**src/rtl/bcd_scan_display_pkg.sv**
```systemverilog
// Shared types and constants for the multiplexed 3-digit BCD display.
package bcd_display_pkg;

    typedef enum logic {
        SHOW  = 1'b0,
        GUARD = 1'b1
    } scan_state_e;

    localparam logic [1:0] DIG_ONES     = 2'd0;
    localparam logic [1:0] DIG_TENS     = 2'd1;
    localparam logic [1:0] DIG_HUNDREDS = 2'd2;

    // Active-low segment patterns, bit order {g,f,e,d,c,b,a}
    localparam logic [6:0] SEG_BLANK = 7'b1111111;
    localparam logic [6:0] SEG_DASH  = 7'b0111111;

    // Digits 10..15 are not valid BCD and show a dash
    localparam logic [6:0] SEG_TABLE [0:15] = '{
        7'b1000000, 7'b1111001, 7'b0100100, 7'b0110000,
        7'b0011001, 7'b0010010, 7'b0000010, 7'b1111000,
        7'b0000000, 7'b0010000, SEG_DASH,   SEG_DASH,
        SEG_DASH,   SEG_DASH,   SEG_DASH,   SEG_DASH
    };

endpackage

```
**src/rtl/bcd_scan_display_if.sv**
```systemverilog
// Digit inputs and display pins of the scanned BCD display.
interface bcd_scan_display_if;

    logic [3:0] hundreds;
    logic [3:0] tens;
    logic [3:0] ones;
    logic       load;
    logic       blank_en;
    logic [6:0] seg_n;
    logic [2:0] dig_n;
    logic       scan_tick;

    // Side that supplies digits and watches the display pins
    modport master (
        output hundreds, tens, ones, load, blank_en,
        input  seg_n, dig_n, scan_tick
    );

    // The display controller itself
    modport slave (
        input  hundreds, tens, ones, load, blank_en,
        output seg_n, dig_n, scan_tick
    );

endinterface

```
**src/rtl/bcd_scan_display_seg7_decode.sv**
```systemverilog
// Combinational BCD to active-low seven-segment decoder.
module seg7_decode
    import bcd_display_pkg::*;
(
    input  logic [3:0] digit_i,
    output logic [6:0] seg_n_o
);

    assign seg_n_o = SEG_TABLE[digit_i];

endmodule

```
**src/rtl/bcd_scan_display.sv**
```systemverilog
// Latches a 3-digit BCD value and scans it onto a common-anode display,
// with a blank guard interval between digits and leading-zero suppression.
module bcd_scan_display
    import bcd_display_pkg::*;
#(
    parameter logic [15:0] SCAN_DIV     = 16'd50000,
    parameter logic [7:0]  GUARD_CYCLES = 8'd4,
    parameter int          CNT_W        = 16
) (
    input  logic               clk,
    input  logic               reset,
    bcd_scan_display_if.slave  bus
);

    localparam logic [CNT_W-1:0] SHOW_LAST  = CNT_W'(SCAN_DIV) - CNT_W'(1);
    // Wraps when GUARD_CYCLES is 0, but GUARD is never entered in that case
    localparam logic [CNT_W-1:0] GUARD_LAST = CNT_W'(GUARD_CYCLES) - CNT_W'(1);
    localparam bit               HAS_GUARD  = (GUARD_CYCLES != 8'd0);

    scan_state_e      state_q, state_d;
    logic [CNT_W-1:0] cnt_q, cnt_d;
    logic [1:0]       idx_q, idx_d;
    logic [3:0]       hund_q, tens_q, ones_q;
    logic [6:0]       seg_q, seg_d;
    logic [2:0]       dig_q, dig_d;
    logic             tick_q, tick_d;
    logic             advance;
    logic             wrap;
    logic [3:0]       digit_mux;
    logic [6:0]       seg_dec;
    logic             blank_dig;

    // State, counters, shadow digits and registered display outputs
    always_ff @(posedge clk or posedge reset) begin
        if (reset) begin
            state_q <= SHOW;
            cnt_q   <= '0;
            idx_q   <= DIG_ONES;
            hund_q  <= 4'd0;
            tens_q  <= 4'd0;
            ones_q  <= 4'd0;
            seg_q   <= SEG_BLANK;
            dig_q   <= 3'b111;
            tick_q  <= 1'b0;
        end else begin
            state_q <= state_d;
            cnt_q   <= cnt_d;
            idx_q   <= idx_d;
            seg_q   <= seg_d;
            dig_q   <= dig_d;
            tick_q  <= tick_d;
            if (bus.load) begin
                hund_q <= bus.hundreds;
                tens_q <= bus.tens;
                ones_q <= bus.ones;
            end
        end
    end

    // Dwell/guard sequencing and digit index rotation ones -> tens -> hundreds
    always_comb begin
        state_d = state_q;
        cnt_d   = cnt_q + CNT_W'(1);
        advance = 1'b0;
        case (state_q)
            SHOW: begin
                if (cnt_q == SHOW_LAST) begin
                    cnt_d = '0;
                    if (HAS_GUARD) begin
                        state_d = GUARD;
                    end else begin
                        advance = 1'b1;
                    end
                end
            end
            GUARD: begin
                if (cnt_q == GUARD_LAST) begin
                    cnt_d   = '0;
                    state_d = SHOW;
                    advance = 1'b1;
                end
            end
            default: begin
                state_d = SHOW;
                cnt_d   = '0;
            end
        endcase

        idx_d = idx_q;
        wrap  = 1'b0;
        if (advance) begin
            case (idx_q)
                DIG_ONES: idx_d = DIG_TENS;
                DIG_TENS: idx_d = DIG_HUNDREDS;
                default: begin
                    idx_d = DIG_ONES;
                    wrap  = 1'b1;
                end
            endcase
        end
    end

    // Select the shadow digit for the current index and decide blanking
    always_comb begin
        case (idx_q)
            DIG_ONES: digit_mux = ones_q;
            DIG_TENS: digit_mux = tens_q;
            default:  digit_mux = hund_q;
        endcase
        blank_dig = bus.blank_en &&
                    (((idx_q == DIG_HUNDREDS) && (hund_q == 4'd0)) ||
                     ((idx_q == DIG_TENS) && (hund_q == 4'd0) && (tens_q == 4'd0)));
    end

    seg7_decode u_decode (
        .digit_i (digit_mux),
        .seg_n_o (seg_dec)
    );

    // Next display pin values: everything dark during GUARD
    always_comb begin
        seg_d  = SEG_BLANK;
        dig_d  = 3'b111;
        tick_d = wrap;
        if (state_q == SHOW) begin
            dig_d = ~(3'b001 << idx_q);
            seg_d = blank_dig ? SEG_BLANK : seg_dec;
        end
    end

    assign bus.seg_n     = seg_q;
    assign bus.dig_n     = dig_q;
    assign bus.scan_tick = tick_q;

endmodule

```
**src/flat_wrapper.sv**
```systemverilog
// flat-port wrapper written by rule: the top's interface ports become plain ports
module bcd_scan_display_flat import bcd_display_pkg::*;
#(
    parameter logic [15:0] SCAN_DIV     = 16'd50000,
    parameter logic [7:0]  GUARD_CYCLES = 8'd4,
    parameter int          CNT_W        = 16
)
  (clk, reset, bus_hundreds, bus_tens, bus_ones, bus_load, bus_blank_en, bus_seg_n, bus_dig_n, bus_scan_tick);
  bcd_scan_display_if bus_i ();
  input  logic clk;
  input  logic reset;
  input wire logic [$bits(bus_i.hundreds)-1:0] bus_hundreds;
  input wire logic [$bits(bus_i.tens)-1:0] bus_tens;
  input wire logic [$bits(bus_i.ones)-1:0] bus_ones;
  input wire logic [$bits(bus_i.load)-1:0] bus_load;
  input wire logic [$bits(bus_i.blank_en)-1:0] bus_blank_en;
  output wire logic [$bits(bus_i.seg_n)-1:0] bus_seg_n;
  output wire logic [$bits(bus_i.dig_n)-1:0] bus_dig_n;
  output wire logic [$bits(bus_i.scan_tick)-1:0] bus_scan_tick;
  assign bus_i.hundreds = bus_hundreds;
  assign bus_i.tens = bus_tens;
  assign bus_i.ones = bus_ones;
  assign bus_i.load = bus_load;
  assign bus_i.blank_en = bus_blank_en;
  assign bus_seg_n = bus_i.seg_n;
  assign bus_dig_n = bus_i.dig_n;
  assign bus_scan_tick = bus_i.scan_tick;
  bcd_scan_display #(.SCAN_DIV(SCAN_DIV), .GUARD_CYCLES(GUARD_CYCLES), .CNT_W(CNT_W)) u_core (.clk(clk), .reset(reset), .bus(bus_i));
endmodule
```
**config.mk**
```make
export PLATFORM = sky130hd
export DESIGN_NAME = bcd_scan_display_flat
export DESIGN_NICKNAME = d
export VERILOG_FILES = /design/src/rtl/bcd_scan_display_pkg.sv /design/src/rtl/bcd_scan_display_if.sv /design/src/rtl/bcd_scan_display_seg7_decode.sv /design/src/rtl/bcd_scan_display.sv /design/src/flat_wrapper.sv
export SDC_FILE = /design/constraint.sdc
export NUM_CORES = 1
export LEC_CHECK = 0
export CAP_MARGIN = 20
export CORE_ASPECT_RATIO = 0.6
export CORE_MARGIN = 2
export CORE_UTILIZATION = 48
export DETAILED_ROUTE_END_ITERATION = 8
export GPL_TIMING_DRIVEN = 0
export PLACE_DENSITY = 0.74
export SYNTH_ARGS = -nofsm -noshare
export SYNTH_HDL_FRONTEND = slang
export SYNTH_SLANG_ARGS = --single-unit
```
**constraint.sdc**
```tcl
create_clock -name clk -period 1.5 [get_ports clk]
set_input_delay 0.375 -clock clk [delete_from_list [all_inputs] [get_ports clk]]
set_output_delay 0.375 -clock clk [all_outputs]
set_load 0.05 [all_outputs]
```
==> metrics.txt, run 1 <==
post-route clock period utilization 115.7%; via/cell ratio 6.318; Syn Inst Count 178; core area 0.003786 sq mm; diode count 0; max cap viols 0; share of cells above drive strength 1 48.02%; Total Routing Usage GR 22.80%; RSZ-0062 raised after global routing true; final core utilization 74.75%; cell area after synthesis 0.001964 sq mm; internal power 0.001895 W; GRT overflow 0; power after layout 0.002644 W; root buffer cell clkbuf_8; CP startpoint kind flip-flop; area of the multi-input gates 0.001184 sq mm; CTS Sinks 42; Yosys cell types 36; sequential share of power 47.7%; max incr delay on CP 470 ps; width of the die 86.59 um; setup ws final -235.9 ps; Rel. slew slack 42.50%; Antenna Nets Post-Route 0; slowest CP cell dfrtp_2; first-pass GRT wire length 7714 um; worst-path cell chain nor4_2 -> nand4_1 -> buf_4 -> o22ai_4 -> nor2_1; clock power share 32.6%; Final Hold Vio Count 0; Req. time, crit path 1680 ps; Seq/Total Area, Yosys 54.14%; minimum clock period 1736 ps; Initial Utilization 51.88%; total die area 0.004637 sq mm; syn_nets 198; DR iter-0 viols 252; Pleak 1.166 nW; largest fanout on the critical path 6; Placement Rows 17; Worst Hold Class reg2reg; Post-synth EDFFs 0; worst vdd ir 634.6 uV; dpl ws -393.1 ps; CTS max path bufs 2; status finished with violations; setup violators final 18; drt first pass iters 5; Fmax 576.1 MHz; CTS buffer count 5; family with the most delay on the worst path simple AND/OR/NAND/NOR gates; DP Area 0.002311 sq mm; DIE HEIGHT 53.56 um; largest net degree at the start of global routing 43; initial antenna violation count 0; worst skew pair latency 300 ps; area added between synthesis and finish 44.08%; drt drc 0; H-tree Lvls 2; switching power share of the total 28.35%; CTS tree done; switching power 0.0007496 W; PD cells 934.3 mW/mm^2; dominant synthesized flop cell dfrtp_1; Seq. cell area 0.001067 sq mm; Design Area, Final 0.002830 sq mm; DR vias 1731; Yosys warnings 0; Critical Path End Type flip-flop; WL/cell 20.57 um; violated checks setup timing; Setup Skew 7.650 ps; Bufs and invs on worst path 1; Synth Register Bits 42; final WL 5635 um; worst slew pin tran 861.2 ps; final max-slew violation count 0; Fillers 223; CTS clk-pin slew, worst paths 80 ps; Arr. time, crit path 1920 ps; detailed placer's ending HPWL 2936 um; Combinational Power Share 19.6%; hold slack 508.0 ps; # nets final 246; Ports 27; Crit Path Class reg2reg; IO Port Bufs 26; syn avg cell area 11.04 sq um; number of global-route vias before repair 1485; Final Wtd Congestion 0.8646; async set-or-reset flop fraction in the synthesized netlist 100.0%
power groups by stage:
stage | sequential, W | combinational (W) | clock, W
2_1_floorplan | 0.00138 | 0.000139 | 0
6_report | 0.00126 | 0.000519 | 0.000863
4_1_cts | 0.00125 | 0.000403 | 0.000870
5_1_grt | 0.00127 | 0.000549 | 0.000917
3_3_place_gp | 0.00126 | 0.000376 | 0
3_5_place_dp | 0.00127 | 0.000386 | 0
per-stage QoR:
step	setup TNS [ps]	instances
5_1_grt	-3785	274
3_5_place_dp	-8175	251
2_1_floorplan	-83.61	178
6_report	-2739	274
4_1_cts	-1139	271
3_3_place_gp	-28950	251
kinds of logic (layout without fill, tap and decap cells):
family          after synthesis  in the layout  share of synthesized area (%)
xor+xnor                     13             13                          5.796
compound gates               23             24                          7.515
fa+ha+maj                     4              4                          2.548
simple gates                 68             68                          17.83
mux                          18             18                          10.06
buf+inv                      10             58                          2.101
flops                        42             42                          54.14
placed cells by master, fill, tap and decap left out, types with 3 or more instances in the layout:
cell and count:
dfrtp_1 29, clkdlybuf4s50_1 15, nand2_1 13, nor2_1 13, mux2_2 12, buf_4 10
buf_2 10, dfstp_2 10, nand3_1 8, clkbuf_8 8, buf_6 7, nand4_1 7
xor2_1 7, xnor2_1 6, ha_4 4, mux2i_4 3, o21ai_4 3, o21ai_2 3
nand3_2 3, inv_1 3, and3_2 3, dfrtp_2 3
state kept, by name, summed over array words and instances, names as in the netlist:
| name | cells |
|---|---|
| u_core.state_q | 1 |
| u_core.bus.dig_n | 3 |
| u_core.idx_q | 2 |
| u_core.hund_q | 4 |
| u_core.cnt_q | 16 |
| u_core.bus.scan_tick | 1 |
| u_core.tens_q | 4 |
| u_core.bus.seg_n | 7 |
| u_core.ones_q | 4 |
worst paths after layout:
| kind | startpoint | depth (start not counted) | slack (ps) | to |
|---|---|---|---|---|
| hold reg to reg | u_core.cnt_q[0] | 1 | 510 | u_core.cnt_q[0] |
| setup / recovery | u_core.cnt_q[4] | 5 | -240 | u_core.cnt_q[6] |
| min in group asynchronous | reset | 2 | 580 | u_core.tens_q[2] |
| max in group asynchronous | reset | 2 | 320 | u_core.cnt_q[6] |
| setup reg to reg | u_core.cnt_q[4] | 5 | -240 | u_core.cnt_q[6] |
| hold / removal | u_core.cnt_q[0] | 1 | 510 | u_core.cnt_q[0] |
what timing repair did:
action                                 4_1_cts  5_1_grt
setup buffers                               12        3
hold buffers                                 0        0
resized for setup                           76       50
gates cloned                                 1        0
setup endpoints to repair                   41       23
pin swaps                                   12       20
endpoints found under the hold margin        0        0
area by class of cell:
| cell class | count | share of cell area (%) |
|---|---|---|
| buffer | 3 | 1.061 |
| clock buffer | 8 | 3.890 |
| inverter | 6 | 0.8842 |
| multi-input combinational | 127 | 41.82 |
| sequential | 42 | 37.71 |
| tap | 47 | 2.078 |
| timing repair buffer | 41 | 12.56 |
Yosys cell counts, drive strengths merged (3+ instances only):
cell	instances	share of area (%)
o21ai	9	2.3
buf	4	0.96
nand2	14	2.7
xnor2	6	2.7
mux2i	4	2.0
xor2	7	3.1
inv	6	1.1
nor2	16	3.2
dfstp	10	13
nand3	11	3.1
o21a	3	1.1
nor3	3	0.76
nand4	7	2.2
a21oi	3	0.76
ha	4	2.5
nor4	5	1.6
dfrtp	32	41
and3	4	1.5
mux2	14	8.0
layer usage:
layer | share of wire [%] | GRT usage, % | wire length, um
met5 | 0 | 0 | 0
met4 | 3.7 | 9.896 | 208
met3 | 9.7 | 5.828 | 544
met2 | 45 | 32.44 | 2516
met1 | 42 | 33.27 | 2365
(Power assumes the default switching activity.)
==> inputs of run 2 (changes only) <==
CTS_CLUSTER_SIZE = 8   (was default)
PLACE_DENSITY = 0.84   (was 0.74)
==> metrics.txt, run 2 (same netlist as run 1, synthesis figures left out) <==
status finished with violations (unchanged); H-tree Lvls 2 (unchanged); CTS tree done (unchanged); number of global-route vias before repair 1595 (was 1485); Seq. cell area 0.001074 sq mm (was 0.001067 sq mm); violated checks setup timing (unchanged); initial antenna violation count 0 (unchanged); Rel. slew slack 44.07% (was 42.50%); diode count 0 (unchanged); placed cells 251 (unchanged); largest fanout on the critical path 5 (was 6); Critical Path End Type flip-flop (unchanged); Ports 27 (unchanged); commonest non-fill, non-tap cell in the layout dfrtp_1 (unchanged); worst vdd ir 558.1 uV (was 634.6 uV); Arr. time, crit path 1800 ps (was 1920 ps); power after layout 0.002654 W (was 0.002644 W); width of the die 86.59 um (unchanged); Fillers 219 (was 223); # nets final 253 (was 246); Final Hold Vio Count 0 (unchanged); via/cell ratio 6.007 (was 6.318); PD cells 929.4 mW/mm^2 (was 934.3 mW/mm^2); DIE HEIGHT 53.56 um (unchanged); largest net degree at the start of global routing 43 (unchanged); setup violators final 17 (was 18); max reg flops 16 (unchanged); total die area 0.004637 sq mm (unchanged); CTS Hold Buffers Added 0 (unchanged); largest reg by FF count u_core.cnt_q (unchanged); IO Port Bufs 26 (unchanged); Req. time, crit path 1670 ps (was 1680 ps); CTS clk-pin slew, worst paths 70 ps (was 80 ps); minimum clock period 1633 ps (was 1736 ps); slowest CP cell dfrtp_1 (was dfrtp_2); DR vias 1688 (was 1731); core area 0.003786 sq mm (unchanged); DR iter-0 viols 118 (was 252); Pleak 1.190 nW (was 1.166 nW); area added between synthesis and finish 45.35% (was 44.08%); GRT overflow 0 (unchanged); post-route clock period utilization 108.9% (was 115.7%); CTS max path bufs 2 (unchanged); max cap viols 0 (unchanged); worst-path cell chain ha_4 -> nor4b_4 -> nand4_1 -> buf_6 -> buf_4 -> o22ai_4 -> nor2_1 (was nor4_2 -> nand4_1 -> buf_4 -> o22ai_4 -> nor2_1); drt first pass iters 4 (was 5); Initial Utilization 51.88% (unchanged); share of cells above drive strength 1 49.15% (was 48.02%); Fmax 612.4 MHz (was 576.1 MHz); WL/cell 20.17 um (was 20.57 um); first-pass GRT wire length 7914 um (was 7714 um); Crit Path Class reg2reg (unchanged); Antenna Nets Post-Route 0 (unchanged); area of the multi-input gates 0.001151 sq mm (was 0.001184 sq mm); root buffer cell clkbuf_8 (unchanged); CTS buffer count 5 (unchanged); CTS Sinks 42 (unchanged); final max-slew violation count 0 (unchanged); max incr delay on CP 400 ps (was 470 ps); drt drc 0 (unchanged); Post-Layout Cell Count 281 (was 274); commonest cells after routing, fill and taps aside dfrtp_1 (24), buf_4 (16), clkdlybuf4s50_1 (15) (was dfrtp_1 (29), clkdlybuf4s50_1 (15), nand2_1 (13), nor2_1 (13), mux2_2 (12)); Placement Rows 17 (unchanged); Total Routing Usage GR 23.21% (was 22.80%); final WL 5669 um (was 5635 um); worst skew pair latency 300 ps (about the same); Final Wtd Congestion 0.8661 (was 0.8646); Setup Skew 12.83 ps (was 7.650 ps); worst slew pin tran 837.8 ps (was 861.2 ps); Worst Hold Class reg2reg (unchanged); RSZ-0062 raised after global routing true (unchanged); CP startpoint kind flip-flop (unchanged); setup ws final -132.9 ps (was -235.9 ps); detailed placer's ending HPWL 2845 um (was 2936 um)
## run 2: power by group
part           internal [W]  switching, W
combinational      0.000188      0.000279
sequential          0.00121     0.0000403
clock              0.000543      0.000388
total               0.00195      0.000708
## run 2: layout make-up
| type | count | share of cell area (%) |
|---|---|---|
| buffer | 2 | 0.7888 |
| clock buffer | 7 | 3.024 |
| clock inverter | 1 | 1.052 |
| inverter | 6 | 0.7888 |
| multi-input combinational | 127 | 40.32 |
| sequential | 42 | 37.60 |
| tap | 47 | 2.060 |
| timing repair buffer | 49 | 14.37 |
## run 2: what timing repair did
| action | in CTS | in global routing |
|---|---|---|
| gates cloned | 1 | 0 |
| pin swaps | 10 | 11 |
| setup endpoints to repair | 39 | 24 |
| gates resized for setup | 81 | 43 |
| setup buffers | 16 | 7 |
## run 2: layer usage
metal	vias up	track usage (%)	wire (um)
met5	-	0	0
met4	0	8.594	114
met3	13	5.368	444
met2	93	36.41	2655
met1	835	32.14	2454
li1	747	-	-
## run 2: critical path: cells and delay by family, from the launching register on
kind	cells	cell delay, ps
simple gates	3	420
fa+ha+maj	1	170
buf+inv	2	290
flops	1	400
compound gates	1	230
## run 2: metrics by stage
stage | instance area, sq um | setup WS (ps) | hold slack (ps) | util (%) | TNS (ps)
floorplan | 1992 | -59.62 | 429.5 | - | -83.61
global placement | 2311 | -674.6 | 452.5 | 61.04 | -31890
detailed placement | 2311 | -352.9 | 451.3 | 61.04 | -7399
CTS | 2621 | -66.07 | 516.7 | 69.23 | -530.8
global route | 2855 | -194.8 | 572.1 | 75.41 | -2611
finish | 2855 | -132.9 | 543.5 | 75.41 | -1623
## run 2: final timing paths
kind	start	to	slack (ps)	cells after the start
worst max-delay path	u_core.cnt_q[1]	u_core.cnt_q[6]	-130	7
worst min-delay path	u_core.ones_q[1]	u_core.ones_q[1]	540	1
worst min register to register	u_core.ones_q[1]	u_core.ones_q[1]	540	1
min in group asynchronous	reset	u_core.tens_q[1]	550	2
max in group asynchronous	reset	u_core.cnt_q[6]	340	2
worst max register to register	u_core.cnt_q[1]	u_core.cnt_q[6]	-130	7
